--- config.mk ---
export PLATFORM = sky130hd
export DESIGN_NAME = operand_loader_flat
export DESIGN_NICKNAME = d
export VERILOG_FILES = /design/src/rtl/operand_loader_if.sv /design/src/rtl/operand_loader.sv /design/src/flat_wrapper.sv
export SDC_FILE = /design/constraint.sdc
export NUM_CORES = 1
export LEC_CHECK = 0
export ABC_AREA = 1
export BUFFER_PORTS_ARGS = -buffer_cell sky130_fd_sc_hd__buf_2
export CAP_MARGIN = 20
export CORE_MARGIN = 5
export CORE_UTILIZATION = 55
export CTS_BUF_LIST = sky130_fd_sc_hd__clkbuf_2
export DETAILED_ROUTE_END_ITERATION = 10
export PLACE_DENSITY_LB_ADDON = 0.2
export SKIP_CTS_REPAIR_TIMING = 1
export SYNTH_ARGS = -nofsm -noshare
export SYNTH_HDL_FRONTEND = slang
export SYNTH_SLANG_ARGS = --single-unit
--- constraint.sdc ---
create_clock -name CLK -period 1.9 [get_ports CLK]
set_input_delay 0.285 -clock CLK [delete_from_list [all_inputs] [get_ports CLK]]
set_output_delay 0.285 -clock CLK [all_outputs]
set_load 0.01 [all_outputs]
--- src/rtl/operand_loader_if.sv ---
// Operand handshake bundle between the operand loader and the adder stage.
//   valid : operands presented, held until accepted
//   ready : adder stage accepts operands
//   a, b  : operands A and B (WIDTH bits)
//   sub   : operation select, 1 = A-B
// master: loader side (drives valid/a/b/sub). slave: adder side (drives ready).
interface operand_loader_if #(
  parameter int unsigned WIDTH = 8
) ();
  logic             valid;
  logic             ready;
  logic [WIDTH-1:0] a;
  logic [WIDTH-1:0] b;
  logic             sub;

  modport master (output valid, output a, output b, output sub, input ready);
  modport slave  (input valid, input a, input b, input sub, output ready);
endinterface

--- src/rtl/operand_loader.sv ---
// operand_loader: operand-entry stage for the 8-bit add/sub datapath.
// Debounces a raw active-low push-key and steps LOAD_A -> LOAD_B -> ISSUE,
// capturing DATA as A, then DATA/SUB as B/sub, then offering {A,B,sub}
// downstream over a valid/ready handshake.
// Ports:
//   CLK   : clock, all state on rising edge
//   RST   : asynchronous reset, active-high
//   KEY_N : raw push-key, active-low, asynchronous, bouncy
//   DATA  : switch word, sampled on an accepted press
//   SUB   : subtract select, sampled together with B
//   out   : operand handshake (master modport of operand_loader_if)
//   state : 00 LOAD_A, 01 LOAD_B, 10 ISSUE (status display)
// Build option: define LOADER_TIMEOUT_EN to abort LOAD_B back to LOAD_A after
// TIMEOUT_CYCLES press-free cycles; without it LOAD_B waits indefinitely.
module operand_loader #(
  parameter int unsigned WIDTH           = 8,
  parameter int unsigned DEBOUNCE_CYCLES = 16,
  parameter int unsigned TIMEOUT_CYCLES  = 1024
) (
  input  logic                CLK,
  input  logic                RST,
  input  logic                KEY_N,
  input  logic [WIDTH-1:0]    DATA,
  input  logic                SUB,
  operand_loader_if.master    out,
  output logic [1:0]          state
);

  typedef enum logic [1:0] {
    S_LOAD_A = 2'b00,
    S_LOAD_B = 2'b01,
    S_ISSUE  = 2'b10
  } state_t;

  localparam int unsigned CW = $clog2(DEBOUNCE_CYCLES);

  state_t         state_q, state_d;
  logic           sync1, key_s, level;
  logic [CW-1:0]  db_cnt;
  logic           mismatch, settle, press;
  logic           capture_a, capture_b, valid_d, timeout;

  // Key synchronizer and debouncer
  assign mismatch = (key_s != level);
  assign settle   = mismatch && (db_cnt == CW'(DEBOUNCE_CYCLES - 1));
  // Press fires in the cycle the debounced level is about to fall, so the
  // FSM captures on the same edge the level changes.
  assign press    = settle && !key_s;

  always_ff @(posedge CLK or posedge RST) begin
    if (RST) begin
      sync1  <= 1'b1;
      key_s  <= 1'b1;
      level  <= 1'b1;
      db_cnt <= '0;
    end else begin
      sync1 <= KEY_N;
      key_s <= sync1;
      if (!mismatch) begin
        db_cnt <= '0;
      end else if (settle) begin
        level  <= key_s;
        db_cnt <= '0;
      end else begin
        db_cnt <= db_cnt + 1'b1;
      end
    end
  end

`ifdef LOADER_TIMEOUT_EN
  localparam int unsigned TW = $clog2(TIMEOUT_CYCLES);
  logic [TW-1:0] idle_cnt;

  assign timeout = (state_q == S_LOAD_B) && !press &&
                   (idle_cnt == TW'(TIMEOUT_CYCLES - 1));

  always_ff @(posedge CLK or posedge RST) begin
    if (RST) begin
      idle_cnt <= '0;
    end else if ((state_q != S_LOAD_B) || press || timeout) begin
      idle_cnt <= '0;
    end else begin
      idle_cnt <= idle_cnt + 1'b1;
    end
  end
`else
  assign timeout = 1'b0;
`endif

  // State register
  always_ff @(posedge CLK or posedge RST) begin
    if (RST) state_q <= S_LOAD_A;
    else     state_q <= state_d;
  end

  // Next state
  always_comb begin
    state_d   = state_q;
    capture_a = 1'b0;
    capture_b = 1'b0;
    case (state_q)
      S_LOAD_A: begin
        if (press) begin
          capture_a = 1'b1;
          state_d   = S_LOAD_B;
        end
      end
      S_LOAD_B: begin
        if (press) begin
          capture_b = 1'b1;
          state_d   = S_ISSUE;
        end else if (timeout) begin
          state_d = S_LOAD_A;
        end
      end
      S_ISSUE: begin
        if (out.valid && out.ready) state_d = S_LOAD_A;
      end
      default: state_d = S_LOAD_A;
    endcase
  end

  // Outputs: valid is registered from the next state so it rises on ISSUE entry
  always_comb begin
    valid_d = (state_d == S_ISSUE);
    state   = state_q;
  end

  always_ff @(posedge CLK or posedge RST) begin
    if (RST) begin
      out.valid <= 1'b0;
      out.a     <= '0;
      out.b     <= '0;
      out.sub   <= 1'b0;
    end else begin
      out.valid <= valid_d;
      if (capture_a) out.a <= DATA;
      if (capture_b) begin
        out.b   <= DATA;
        out.sub <= SUB;
      end
    end
  end

endmodule

--- src/flat_wrapper.sv ---
// flat-port wrapper written by rule: the top's interface ports become plain ports
module operand_loader_flat 
#(
  parameter int unsigned WIDTH           = 8,
  parameter int unsigned DEBOUNCE_CYCLES = 16,
  parameter int unsigned TIMEOUT_CYCLES  = 1024
)
  (CLK, RST, KEY_N, DATA, SUB, state, out_valid, out_a, out_b, out_sub, out_ready);
  operand_loader_if #(.WIDTH(WIDTH)) out_i ();
  input  logic CLK;
  input  logic RST;
  input  logic KEY_N;
  input  logic [WIDTH-1:0] DATA;
  input  logic SUB;
  output logic [1:0] state;
  output wire logic [$bits(out_i.valid)-1:0] out_valid;
  output wire logic [$bits(out_i.a)-1:0] out_a;
  output wire logic [$bits(out_i.b)-1:0] out_b;
  output wire logic [$bits(out_i.sub)-1:0] out_sub;
  input wire logic [$bits(out_i.ready)-1:0] out_ready;
  assign out_valid = out_i.valid;
  assign out_a = out_i.a;
  assign out_b = out_i.b;
  assign out_sub = out_i.sub;
  assign out_i.ready = out_ready;
  operand_loader #(.WIDTH(WIDTH), .DEBOUNCE_CYCLES(DEBOUNCE_CYCLES), .TIMEOUT_CYCLES(TIMEOUT_CYCLES)) u_core (.CLK(CLK), .RST(RST), .KEY_N(KEY_N), .DATA(DATA), .SUB(SUB), .out(out_i), .state(state));
endmodule
==> impl_metrics.ini <==
[outcome]
run_status = finished clean

[setup_path]
rr_worst_depth = 6
critPathLaunchType = flip-flop
cp.required_ps = 2170
worst-path-buf-inv = 0
crit_chain = ha_1, nand2_2, nor2_4, nand3_2, nand2_1, nand2_1
crit_slowest_cell = dfrtp_1
critical_path.top_delay_family = simple AND/OR/NAND/NOR gates
criticalPathCategory = flip-flop to flip-flop
slowest_delay_ps = 460
cp.depth = 6
worstPathArrival_ps = 1700
endpoint_kind = flip-flop
cpMostUsedCell = nand2_1
critPathMaxFanout = 11

[synth]
synth_top_flop_cell = dfrtp_1
synth_edf_count = 0
ys_seq_elements = 27
yosysWarnings = 0
seq_area_frac_synth_pct = 59.9
yosys-top-cells-count = nand2_1 (46), dfrtp_1 (24), nand3_1 (20)
synth_cell_types = 16
synth.most_common_cell = nand2_1
synth_top_cell_area_share_pct = 52.9
syn_inst = 119
syn_nets = 133
synth_area_mm2 = 0.00113
async_flop_share_pct = 100
post_synth_main_area_contributors = dfrtp_1 (53%), nand2_1 (15%), nand3_1 (8.8%), dfstp_2 (6.9%), nor2_4 (3.0%)
syn_area_per_cell_um2 = 9.54
synth_top_cell_by_area = dfrtp_1

[placement]
pre_cts_ws_ps = 529
portBuffers = 32
gp_congestion = 0.775
dpl.cell_count = 177
dpl.hpwl_um = 1820

[layout]
final_nets = 171
antenna_cells = 0
final_util_pct = 69.1
drive_gt1_share_pct = 30.8
syn2layout_area_growth_pct = 19.5
fin_cells = 183

[floorplanning]
core_mm2 = 0.00196
die_y_um = 55.4
dieWidth_um = 55.4
ioPinCount = 33
fp.dieArea_mm2 = 0.00307
initial_core_util_pct = 57.8
row_count = 16

[sta]
final.setup.worst_slack_ps = 470
setup_tns_ps = 0
slew_violations = 0
min_period_ps = 1430
rsz0062_at_grt = no
hold_violations = 0
finClkSkew_ps = 5.88
fmax_ghz = 0.700
setup_viol = 0
max_slew_margin_pct = 77.0
worst_pin_slew_ps = 345
fin_crit_sh_pct = 75.2

[drt]
routed_wl_um = 2440
final_antenna_net_count = 0
via_per_inst = 5.11
drc = 0
first_pass_iters = 4
drt_iter0_drc = 33
wl_per_cell_um = 13.3
vias = 935

[global_route]
grt_max_degree = 28
grt_overflow = 0
grt_pass1_vias = 940
antenna_found_initial = 0
grt_pass1_wl_um = 4200
track_usage_pct = 17.2

[job]
maxCapViolCount = 0

[clock_tree]
cts_sinks = 27
htree_levels = 1
root_buffer = clkbuf_2
path_clk_slew_ps = 230
clk-insertion-delay-late_ps = 340
clockBufferDepth = 2
cts_tree = done
cts_inserted_buffers = 3

[pwr]
power_density_mw_per_mm2 = 643
ir_drop_v = 0.000543
p_leak_nw = 0.653
total_power_mw = 0.872

[hold_path]
hold_depth = 3
hold_class = input port to flip-flop
==> cell usage in the layout, fill, tap and decap left out <==
cell type and n:
a21boi_0 1, buf_2 32, buf_4 2, clkbuf_2 4, dfrtp_1 24, dfstp_2 3
dlygate4sd3_1 2, ha_1 1, inv_1 6, nand2_1 46, nand2_2 1, nand3_1 20
nand3_2 2, nand3_4 1, nand4_1 1, nor2_1 5, nor2_4 3, o21ai_0 2
==> state kept, by name, indices dropped and copies added, names as in the netlist <==
signal            flops
u_core.db_cnt         4
u_core.key_s          1
u_core.level          1
u_core.out.a          8
u_core.out.b          8
u_core.out.sub        1
u_core.out.valid      1
u_core.state          2
u_core.sync1          1
==> final cells by class <==
type | count | area (um2)
clock buffers | 4 | 20.0
well taps | 27 | 33.8
flip-flops and latches | 27 | 679
inverters | 6 | 22.5
repair buffers | 36 | 195
fillers | 186 | 606
multi-input cells | 83 | 405
==> per-layer routing <==
layer | track usage [%] | vias to the layer above | wire [um]
met3 | 4.66 | 6 | 166
met4 | 6.25 | 0 | 34
met1 | 19.5 | 440 | 1040
met2 | 30.6 | 36 | 1200
li1 | - | 453 | -
met5 | 0 | - | 0
==> worst reg2reg max path, delay by kind of cell (launching register included) <==
kind	cells	cell delay, ps
flip-flops	1	460
AND/OR/NAND/NOR	5	630
adder cells (fa/ha/maj)	1	280
==> power breakdown <==
| group | leakage (nW) | switching (mW) | total [mW] | internal, mW |
|---|---|---|---|---|
| sequential | 0.274 | 0.0111 | 0.600 | 0.588 |
| clock | 0.0166 | 0.157 | 0.213 | 0.0556 |
| combinational | 0.362 | 0.0358 | 0.0590 | 0.0232 |
| total | 0.653 | 0.204 | 0.872 | 0.667 |
==> through the flow <==
step                      instance area [um2]  hold WS [ps]
after floorplan                          1130           289
after global placement                   1320           346
after detailed placement                 1320           349
after CTS                                1340         -67.0
after global routing                     1360           138
final                                    1360           157
==> final timing paths <==
path,slack [ps],startpoint,endpoint
max in group asynchronous,1110,RST,u_core.level$_DFFE_PP1P_
worst max register to register,470,u_core.db_cnt[0]$_DFF_PP0_,u_core.out.b[3]$_DFFE_PP0P_
worst max-delay path,470,u_core.db_cnt[0]$_DFF_PP0_,u_core.out.b[3]$_DFFE_PP0P_
worst min register to register,380,u_core.sync1$_DFF_PP1_,u_core.key_s$_DFF_PP1_
worst min-delay path,160,DATA[5],u_core.out.b[5]$_DFFE_PP0P_
min in group asynchronous,490,RST,u_core.out.b[1]$_DFFE_PP0P_
==> cells by family (layout without fill, tap and decap cells) <==
logic type	count (synthesis)	after routing	share of synthesized area, %
fa+ha+maj	1	1	1.10
flops	27	27	59.9
simple gates	79	79	33.1
compound gates	3	3	1.54
buf+inv	9	46	4.41
Note: power is estimated with default switching activity, not from simulation.
